**src/rtl/pong_game_core.sv**
```systemverilog
// Two-player pong datapath: paddles, ball, scores and game-control FSM updated once per frame.
// Optional build macro PONG_SPEEDUP_EN makes each paddle hit speed the ball up to BALL_VMAX.
module pong_game_core #(
  parameter int H_RES        = 640,
  parameter int V_RES        = 480,
  parameter int PAD_H        = 72,
  parameter int PAD_W        = 4,
  parameter int LPAD_X       = 32,
  parameter int RPAD_X       = 600,
  parameter int PAD_VEL      = 4,
  parameter int BALL_SIZE    = 8,
  parameter int BALL_V0      = 1,
  parameter int BALL_VMAX    = 6,
  parameter int SCORE_W      = 4,
  parameter int WIN_SCORE    = 9,
  parameter int PAUSE_FRAMES = 60
) (
  input  logic               clk,
  input  logic               reset,
  input  logic [1:0]         btn_l,
  input  logic [1:0]         btn_r,
  input  logic               start,
  input  logic               video_on,
  input  logic [9:0]         pixl_x,
  input  logic [9:0]         pixl_y,
  output logic [11:0]        RGB,
  output logic [SCORE_W-1:0] score_l,
  output logic [SCORE_W-1:0] score_r,
  output logic               game_over
);

  localparam int PAUSE_W = (PAUSE_FRAMES < 2) ? 1 : $clog2(PAUSE_FRAMES + 1);

  localparam logic [9:0]  PAD_INIT  = 10'((V_RES - PAD_H) / 2);
  localparam logic [9:0]  PAD_MAX   = 10'(V_RES - PAD_H);
  localparam logic [9:0]  PAD_STEP  = 10'(PAD_VEL);
  localparam logic [9:0]  BALL_CX   = 10'(H_RES / 2 - BALL_SIZE / 2);
  localparam logic [9:0]  BALL_CY   = 10'(V_RES / 2 - BALL_SIZE / 2);
  localparam logic [9:0]  BALL_YMAX = 10'(V_RES - BALL_SIZE);
  localparam logic [9:0]  RHIT_X    = 10'(RPAD_X - BALL_SIZE);
  localparam logic [9:0]  LHIT_X    = 10'(LPAD_X + PAD_W);
  localparam logic [9:0]  TICK_Y    = 10'(V_RES + 1);
  localparam logic [9:0]  CENTRE_X  = 10'(H_RES / 2);
  localparam logic [9:0]  SPEED_V0  = 10'(BALL_V0);
  localparam logic [10:0] K_HRES    = 11'(H_RES);
  localparam logic [10:0] K_PADH    = 11'(PAD_H);
  localparam logic [10:0] K_PADW    = 11'(PAD_W);
  localparam logic [10:0] K_LPADX   = 11'(LPAD_X);
  localparam logic [10:0] K_RPADX   = 11'(RPAD_X);
  localparam logic [10:0] K_LPADR   = 11'(LPAD_X + PAD_W);
  localparam logic [10:0] K_BALL    = 11'(BALL_SIZE);
  localparam logic [10:0] K_BALLYMX = 11'(V_RES - BALL_SIZE);
  localparam logic [SCORE_W-1:0] K_WIN = SCORE_W'(WIN_SCORE);

  typedef enum logic [2:0] {S_IDLE, S_SERVE, S_PLAY, S_POINT, S_OVER} state_t;

  state_t               r_state;
  logic                 r_startQ, r_startPrev;
  logic [9:0]           r_padL, r_padR, r_ballX, r_ballY;
  logic                 r_dirRight, r_dirDown, r_serveRight;
  logic [SCORE_W-1:0]   r_scoreL, r_scoreR;
  logic                 r_gameOver;
  logic [PAUSE_W-1:0]   r_pause;

  logic                 w_tick, w_startRise;
  logic [9:0]           w_speed;
  logic [10:0]          w_spd11, w_rightEdge;
  logic [9:0]           w_nextX, w_nextY;
  logic                 w_nextDown;
  logic                 w_overlapL, w_overlapR, w_hitL, w_hitR, w_missL, w_missR;
  logic [10:0]          w_px, w_py;
  logic                 w_onLPad, w_onRPad, w_onBall, w_onLine;

`ifdef PONG_SPEEDUP_EN
  logic [9:0] r_speed;
  assign w_speed = r_speed;
`else
  assign w_speed = SPEED_V0;
`endif

  assign w_tick      = (pixl_x == 10'd0) && (pixl_y == TICK_Y);
  assign w_startRise = r_startQ & ~r_startPrev;

  // Paddle step toward a clamped edge; opposing buttons cancel out.
  function automatic logic [9:0] padNext(input logic [9:0] top, input logic [1:0] btn);
    logic [9:0] res;
    res = top;
    if (btn == 2'b10)
      res = ((PAD_MAX - top) < PAD_STEP) ? PAD_MAX : top + PAD_STEP;
    else if (btn == 2'b01)
      res = (top < PAD_STEP) ? 10'd0 : top - PAD_STEP;
    return res;
  endfunction

  always_comb begin
    w_nextY    = r_ballY;
    w_nextDown = r_dirDown;
    if (r_dirDown) begin
      if ({1'b0, r_ballY} + {1'b0, w_speed} > K_BALLYMX) begin
        w_nextY    = BALL_YMAX;
        w_nextDown = 1'b0;
      end else begin
        w_nextY = r_ballY + w_speed;
      end
    end else if (r_ballY < w_speed) begin
      w_nextY    = 10'd0;
      w_nextDown = 1'b1;
    end else begin
      w_nextY = r_ballY - w_speed;
    end
  end

  // Paddle contact is judged against the ball's post-bounce row so both axes resolve in one tick.
  assign w_spd11     = {1'b0, w_speed};
  assign w_rightEdge = {1'b0, r_ballX} + K_BALL;
  assign w_overlapR  = ({1'b0, w_nextY} <= {1'b0, r_padR} + K_PADH - 11'd1) &&
                       ({1'b0, w_nextY} + K_BALL - 11'd1 >= {1'b0, r_padR});
  assign w_overlapL  = ({1'b0, w_nextY} <= {1'b0, r_padL} + K_PADH - 11'd1) &&
                       ({1'b0, w_nextY} + K_BALL - 11'd1 >= {1'b0, r_padL});
  assign w_missR     = r_dirRight && (w_rightEdge + w_spd11 >= K_HRES);
  assign w_missL     = !r_dirRight && (r_ballX < w_speed);
  assign w_hitR      = r_dirRight && (w_rightEdge < K_RPADX) &&
                       (w_rightEdge + w_spd11 >= K_RPADX) && w_overlapR;
  assign w_hitL      = !r_dirRight && ({1'b0, r_ballX} > K_LPADR) &&
                       ({1'b0, r_ballX} <= K_LPADR + w_spd11) && w_overlapL;
  assign w_nextX     = w_hitR ? RHIT_X :
                       w_hitL ? LHIT_X :
                       r_dirRight ? r_ballX + w_speed : r_ballX - w_speed;

  // Game-control FSM together with all per-frame datapath registers.
  always_ff @(posedge clk or posedge reset) begin
    if (reset) begin
      r_state      <= S_IDLE;
      r_startQ     <= 1'b0;
      r_startPrev  <= 1'b0;
      r_padL       <= PAD_INIT;
      r_padR       <= PAD_INIT;
      r_ballX      <= BALL_CX;
      r_ballY      <= BALL_CY;
      r_dirRight   <= 1'b1;
      r_dirDown    <= 1'b1;
      r_serveRight <= 1'b1;
      r_scoreL     <= '0;
      r_scoreR     <= '0;
      r_gameOver   <= 1'b0;
      r_pause      <= '0;
`ifdef PONG_SPEEDUP_EN
      r_speed      <= SPEED_V0;
`endif
    end else begin
      r_startQ    <= start;
      r_startPrev <= r_startQ;
      if (w_tick && (r_state == S_SERVE || r_state == S_PLAY)) begin
        r_padL <= padNext(r_padL, btn_l);
        r_padR <= padNext(r_padR, btn_r);
      end
      case (r_state)
        S_IDLE: if (w_startRise) r_state <= S_SERVE;
        S_SERVE: begin
          r_ballX <= BALL_CX;
          r_ballY <= BALL_CY;
`ifdef PONG_SPEEDUP_EN
          r_speed <= SPEED_V0;
`endif
          if (w_startRise) begin
            r_state    <= S_PLAY;
            r_dirRight <= r_serveRight;
            r_dirDown  <= 1'b1;
          end
        end
        S_PLAY: if (w_tick) begin
          if (w_missR || w_missL) begin
            if (w_missR && r_scoreL != K_WIN) r_scoreL <= r_scoreL + SCORE_W'(1);
            if (w_missL && r_scoreR != K_WIN) r_scoreR <= r_scoreR + SCORE_W'(1);
            r_serveRight <= w_missR;
            r_state      <= S_POINT;
            r_pause      <= PAUSE_W'(PAUSE_FRAMES);
            r_ballX      <= BALL_CX;
            r_ballY      <= BALL_CY;
          end else begin
            r_ballX   <= w_nextX;
            r_ballY   <= w_nextY;
            r_dirDown <= w_nextDown;
            if (w_hitR) r_dirRight <= 1'b0;
            else if (w_hitL) r_dirRight <= 1'b1;
`ifdef PONG_SPEEDUP_EN
            if ((w_hitR || w_hitL) && r_speed < 10'(BALL_VMAX)) r_speed <= r_speed + 10'd1;
`endif
          end
        end
        S_POINT: if (w_tick) begin
          if (r_pause <= PAUSE_W'(1)) begin
            if (r_scoreL == K_WIN || r_scoreR == K_WIN) begin
              r_state    <= S_OVER;
              r_gameOver <= 1'b1;
            end else begin
              r_state <= S_SERVE;
            end
          end else begin
            r_pause <= r_pause - PAUSE_W'(1);
          end
        end
        S_OVER: if (w_startRise) begin
          r_scoreL   <= '0;
          r_scoreR   <= '0;
          r_gameOver <= 1'b0;
          r_state    <= S_SERVE;
        end
        default: r_state <= S_IDLE;
      endcase
    end
  end

  assign score_l   = r_scoreL;
  assign score_r   = r_scoreR;
  assign game_over = r_gameOver;

  assign w_px     = {1'b0, pixl_x};
  assign w_py     = {1'b0, pixl_y};
  assign w_onLPad = (w_px >= K_LPADX) && (w_px < K_LPADX + K_PADW) &&
                    (w_py >= {1'b0, r_padL}) && (w_py < {1'b0, r_padL} + K_PADH);
  assign w_onRPad = (w_px >= K_RPADX) && (w_px < K_RPADX + K_PADW) &&
                    (w_py >= {1'b0, r_padR}) && (w_py < {1'b0, r_padR} + K_PADH);
  assign w_onBall = (r_state != S_POINT) &&
                    (w_px >= {1'b0, r_ballX}) && (w_px < {1'b0, r_ballX} + K_BALL) &&
                    (w_py >= {1'b0, r_ballY}) && (w_py < {1'b0, r_ballY} + K_BALL);
  assign w_onLine = (pixl_x == CENTRE_X) && !pixl_y[4];

  always_comb begin
    RGB = 12'h000;
    if (!video_on)     RGB = 12'h000;
    else if (w_onLPad) RGB = 12'h0F0;
    else if (w_onRPad) RGB = 12'h00F;
    else if (w_onBall) RGB = 12'hF00;
    else if (w_onLine) RGB = 12'h888;
  end

endmodule

```
**config.mk**
```make
export PLATFORM = sky130hd
export DESIGN_NAME = pong_game_core
export DESIGN_NICKNAME = d
export VERILOG_FILES = /design/src/rtl/pong_game_core.sv
export SDC_FILE = /design/constraint.sdc
export NUM_CORES = 1
export LEC_CHECK = 0
export BUFFER_PORTS_ARGS = -buffer_cell sky130_fd_sc_hd__buf_2
export CORE_MARGIN = 2
export CORE_UTILIZATION = 55
export CTS_BUF_LIST = sky130_fd_sc_hd__clkbuf_8
export DETAILED_ROUTE_END_ITERATION = 6
export GPL_ROUTABILITY_DRIVEN = 0
export PLACE_DENSITY = 0.79
export SETUP_SLACK_MARGIN = 0.05
export SLEW_MARGIN = 5
export SYNTH_ARGS = -nofsm -noshare
export SYNTH_HDL_FRONTEND = slang
export SYNTH_SLANG_ARGS = --single-unit
```
**constraint.sdc**
```tcl
create_clock -name clk -period 4.44 [get_ports clk]
set_input_delay 0.222 -clock clk [delete_from_list [all_inputs] [get_ports clk]]
set_output_delay 0.222 -clock clk [all_outputs]
set_load 0.01 [all_outputs]
```
==> summary.md <==
| Metric | Value |
|---|---|
| All-Layer GR Usage | `0.292` |
| Power, Total | `2.75 mW` |
| CTS Buf Count | `9` |
| Post-synth top flop | `dfrtp_1` |
| Top cells by count, synth | `133 x ha_1, 81 x nor2_1, 78 x o21ai_0` |
| Clk_skew | `0.0156 ns` |
| Die width | `125 µm` |
| Slack of the critical path | `0.0986 ns` |
| Final setup TNS | `0 ns` |
| Post-route minimum period | `4.34 ns` |
| Synth top area cells | `ha_1 21%, dfrtp_1 12%, dfstp_2 6.8%` |
| First-pass GRT wire length | `37.6 mm` |
| Initial antenna violation count | `0` |
| Share of layout cells above drive strength 1 | `0.176` |
| Rows | `44` |
| Ant diodes | `0` |
| Initial Util | `0.559` |
| DRC errors left | `0` |
| Drt total wl | `23.7 mm` |
| Port Buffer Count | `48` |
| Post-DRT Antenna Nets | `0` |
| Peak VDD IR | `216 µV` |
| RSZ-0062 raised after global routing | `yes` |
| Tightest Pin Transition | `0.972 ns` |
| Max-slew violation count | `0` |
| CP Data Arrival Time | `4.65 ns` |
| Cells after Synth | `1027` |
| Startpoint types | `flip-flop` |
| TritonRoute pass-1 iters | `7` |
| Pre-CTS WS | `-0.144 ns` |
| FFs w/ async S/R, synth | `1.00` |
| Leak | `3.97 nW` |
| DR WL/cell | `18.6 µm` |
| Fin nets | `1247` |
| Worst hold path type | `in -> async` |
| Clock sinks | `59` |
| Compound-Gate Fraction of Synth Area | `0.243` |
| Core area | `14500 µm²` |
| Full die area | `15700 µm²` |
| # setup viols final | `0` |
| Final period util | `0.978` |
| R2r endpoint | `r_ballX[2]` |
| Slew HR | `0.349` |
| CTS clk-pin slew, worst paths | `0.08 ns` |
| Max-cap violation count | `0` |
| Post-synth EDFFs | `0` |
| Fill cells | `1261` |
| Average cell area after synthesis | `7.88 µm²` |
| H-tree depth | `3` |
| Ports | `49` |
| R2r worst-path depth | `20` |
| CTS tree | `built` |
| Most frequent cell after synthesis | `ha_1` |
| Crit path launch | `r_ballY[0]` |
| Die height | `125 µm` |
| Placed instance count | `1239` |
| Outcome | `completed` |
| Power density cells | `301 nW/µm²` |
| DR iter-0 viols | `839` |
| Flop2flop setup slack | `0.1 ns` |
| Simple-gate share of the synthesized area | `0.230` |
| Post-layout util | `0.630` |
| Mux contribution to synthesized area | `0.0100` |
| Syn_nets | `1188` |
| CTS root buf | `clkbuf_8` |
| Vias in the first global route | `7450` |
| FF-to-FF Start | `r_ballY[0]` |
| Final instance area | `9130 µm²` |
| Largest net degree at the start of global routing | `60` |
| Synth Area in Adders | `0.206` |
| Detail Placement HPWL | `17.2 mm` |
| Post-synthesis sequential area ratio | `0.186` |
| Congestion Overflow GR | `0` |
| Synth top area share | `0.206` |
| Post-Layout Cell Count | `1275` |
| Req. time, crit path | `4.75 ns` |
| Main combinational cell family by area after synthesis | `compound AO/OA/AOI/OAI gates` |
| Crit Path Max Fanout | `5` |
| Setup CP Type | `reg -> reg` |
| Via count | `8131` |
| CTS max path bufs | `2` |
| Final hold slack | `0.0704 ns` |
| Yosys reg bits | `59` |
| Final Hold Fails | `0` |
| Max Fclk | `0.230 GHz` |
| Area Growth Syn to Fin | `12.7%` |
| Vias per cell | `6.38` |
| Most area-hungry cell type in the Yosys netlist | `ha_1` |
| Cell variety after synth | `85` |
| Synth Area in XOR/XNOR | `0.0628` |
| Placed inst area | `8550 µm²` |
| Syn Std Cell Area | `8090 µm²` |
| Setup crit end kind | `flip-flop` |
| Clk_lat worst skew | `0.38 ns` |
| Synth Warn # | `0` |
-- what timing repair did --
item,4_1_cts,5_1_grt
endpoints found under the hold margin,1,0
hold buffers,1,0
buffers inserted,1,19
pin swaps,2,30
endpoints found under the setup margin,11,11
gates cloned,0,1
gates resized for setup,11,37
-- cells by family after synthesis --
family	count (synthesis)
AOI/OAI and AO/OA	296
and+or+nand+nor	354
buffers and inverters	119
muxes	8
xor gates and xnor gates	58
adders and majority gates	133
DFF	59
-- worst max-delay path: stages, from the launching register on --
cell and delay [ns]:
dfrtp_2 0.46, ha_4 0.19, or3b_4 0.37, a211oi_2 0.21, o21ai_2 0.10, a211o_4 0.38, buf_6 0.14, a31oi_4 0.19
nand3_2 0.18, and3_1 0.25, xor2_1 0.27, ha_1 0.30, o21ai_1 0.10, a21oi_1 0.06, nor3_1 0.18, nor2_1 0.09
o311ai_4 0.31, buf_6 0.16, nand3_1 0.07, a21oi_1 0.21, nor2_1 0.07
-- power breakdown --
| group | total [mW] | internal [mW] | leakage (nW) | switching [mW] |
|---|---|---|---|---|
| Sequential | 0.754 | 0.607 | 0.711 | 0.148 |
| Combinational | 1.54 | 0.634 | 3.17 | 0.902 |
| Clock | 0.460 | 0.228 | 0.0925 | 0.232 |
-- cell usage in the layout (no fill, tap or decap), types with 4 or more instances in the layout --
cell,synthesis,routed
a22oi_1,7,7
or4_1,6,6
and3_1,17,17
a31oi_1,20,19
nand2b_1,13,13
dfrtp_1,38,36
nand4_1,17,17
clkbuf_8,0,11
ha_1,133,129
o21a_1,26,26
xor2_1,12,12
buf_2,11,48
o21bai_1,4,4
nor3_1,24,24
nand2_1,73,72
o22ai_1,7,7
nand3b_1,5,5
a211oi_1,12,9
o21ai_1,2,6
nor4_1,16,16
nand3_1,48,46
o31ai_1,11,11
dfstp_2,21,21
mux2i_1,7,7
xnor2_1,46,44
o211ai_1,5,5
nor2b_1,11,11
a41oi_1,5,5
buf_4,9,44
nor2_1,81,80
a21o_1,17,17
a21oi_1,66,62
inv_1,68,66
o21ai_0,78,72
and2_1,9,9
ha_4,0,4
or3_1,6,5
a21oi_2,0,4
-- state kept, by name, indices dropped and copies added (netlist names) --
| name | count |
|---|---|
| r_ballX | 10 |
| r_ballY | 10 |
| r_padL | 8 |
| r_padR | 8 |
| r_pause | 6 |
| score_l | 4 |
| score_r | 4 |
| r_state | 3 |
| game_over | 1 |
| r_dirDown | 1 |
| r_dirRight | 1 |
| r_serveRight | 1 |
| r_startPrev | 1 |
| r_startQ | 1 |
-- metal layers --
layer | vias up | part of all wire | global-route usage
met2 | 353 | 0.46 | 0.468
met3 | 67 | 0.074 | 0.0501
met5 | - | 0 | 0
met4 | 0 | 0.035 | 0.107
met1 | 3834 | 0.43 | 0.397
li1 | 3877 | - | -
-- layout make-up --
| class | count | area, µm² | area share |
|---|---|---|---|
| clock buffers | 11 | 151 | 0.0166 |
| clock inverters | 5 | 28.8 | 0.00315 |
| inverters | 70 | 265 | 0.0291 |
| multi-input cells | 850 | 6320 | 0.693 |
| flip-flops and latches | 59 | 1510 | 0.165 |
| well taps | 184 | 230 | 0.0252 |
| repair buffers | 96 | 623 | 0.0683 |
-- how the worst max path moves through the flow --
| stage | cells past startpoint | endpoint |
|---|---|---|
| 4_1_cts | 21 | r_ballX[6] |
| 2_1_floorplan | 19 | r_ballX[6] |
| 6_report | 20 | r_ballX[2] |
| 3_5_place_dp | 21 | r_ballX[2] |
| 3_3_place_gp | 21 | r_ballX[2] |
| 5_1_grt | 19 | r_ballX[4] |
No activity file was read; power rests on OpenSTA's default activity.
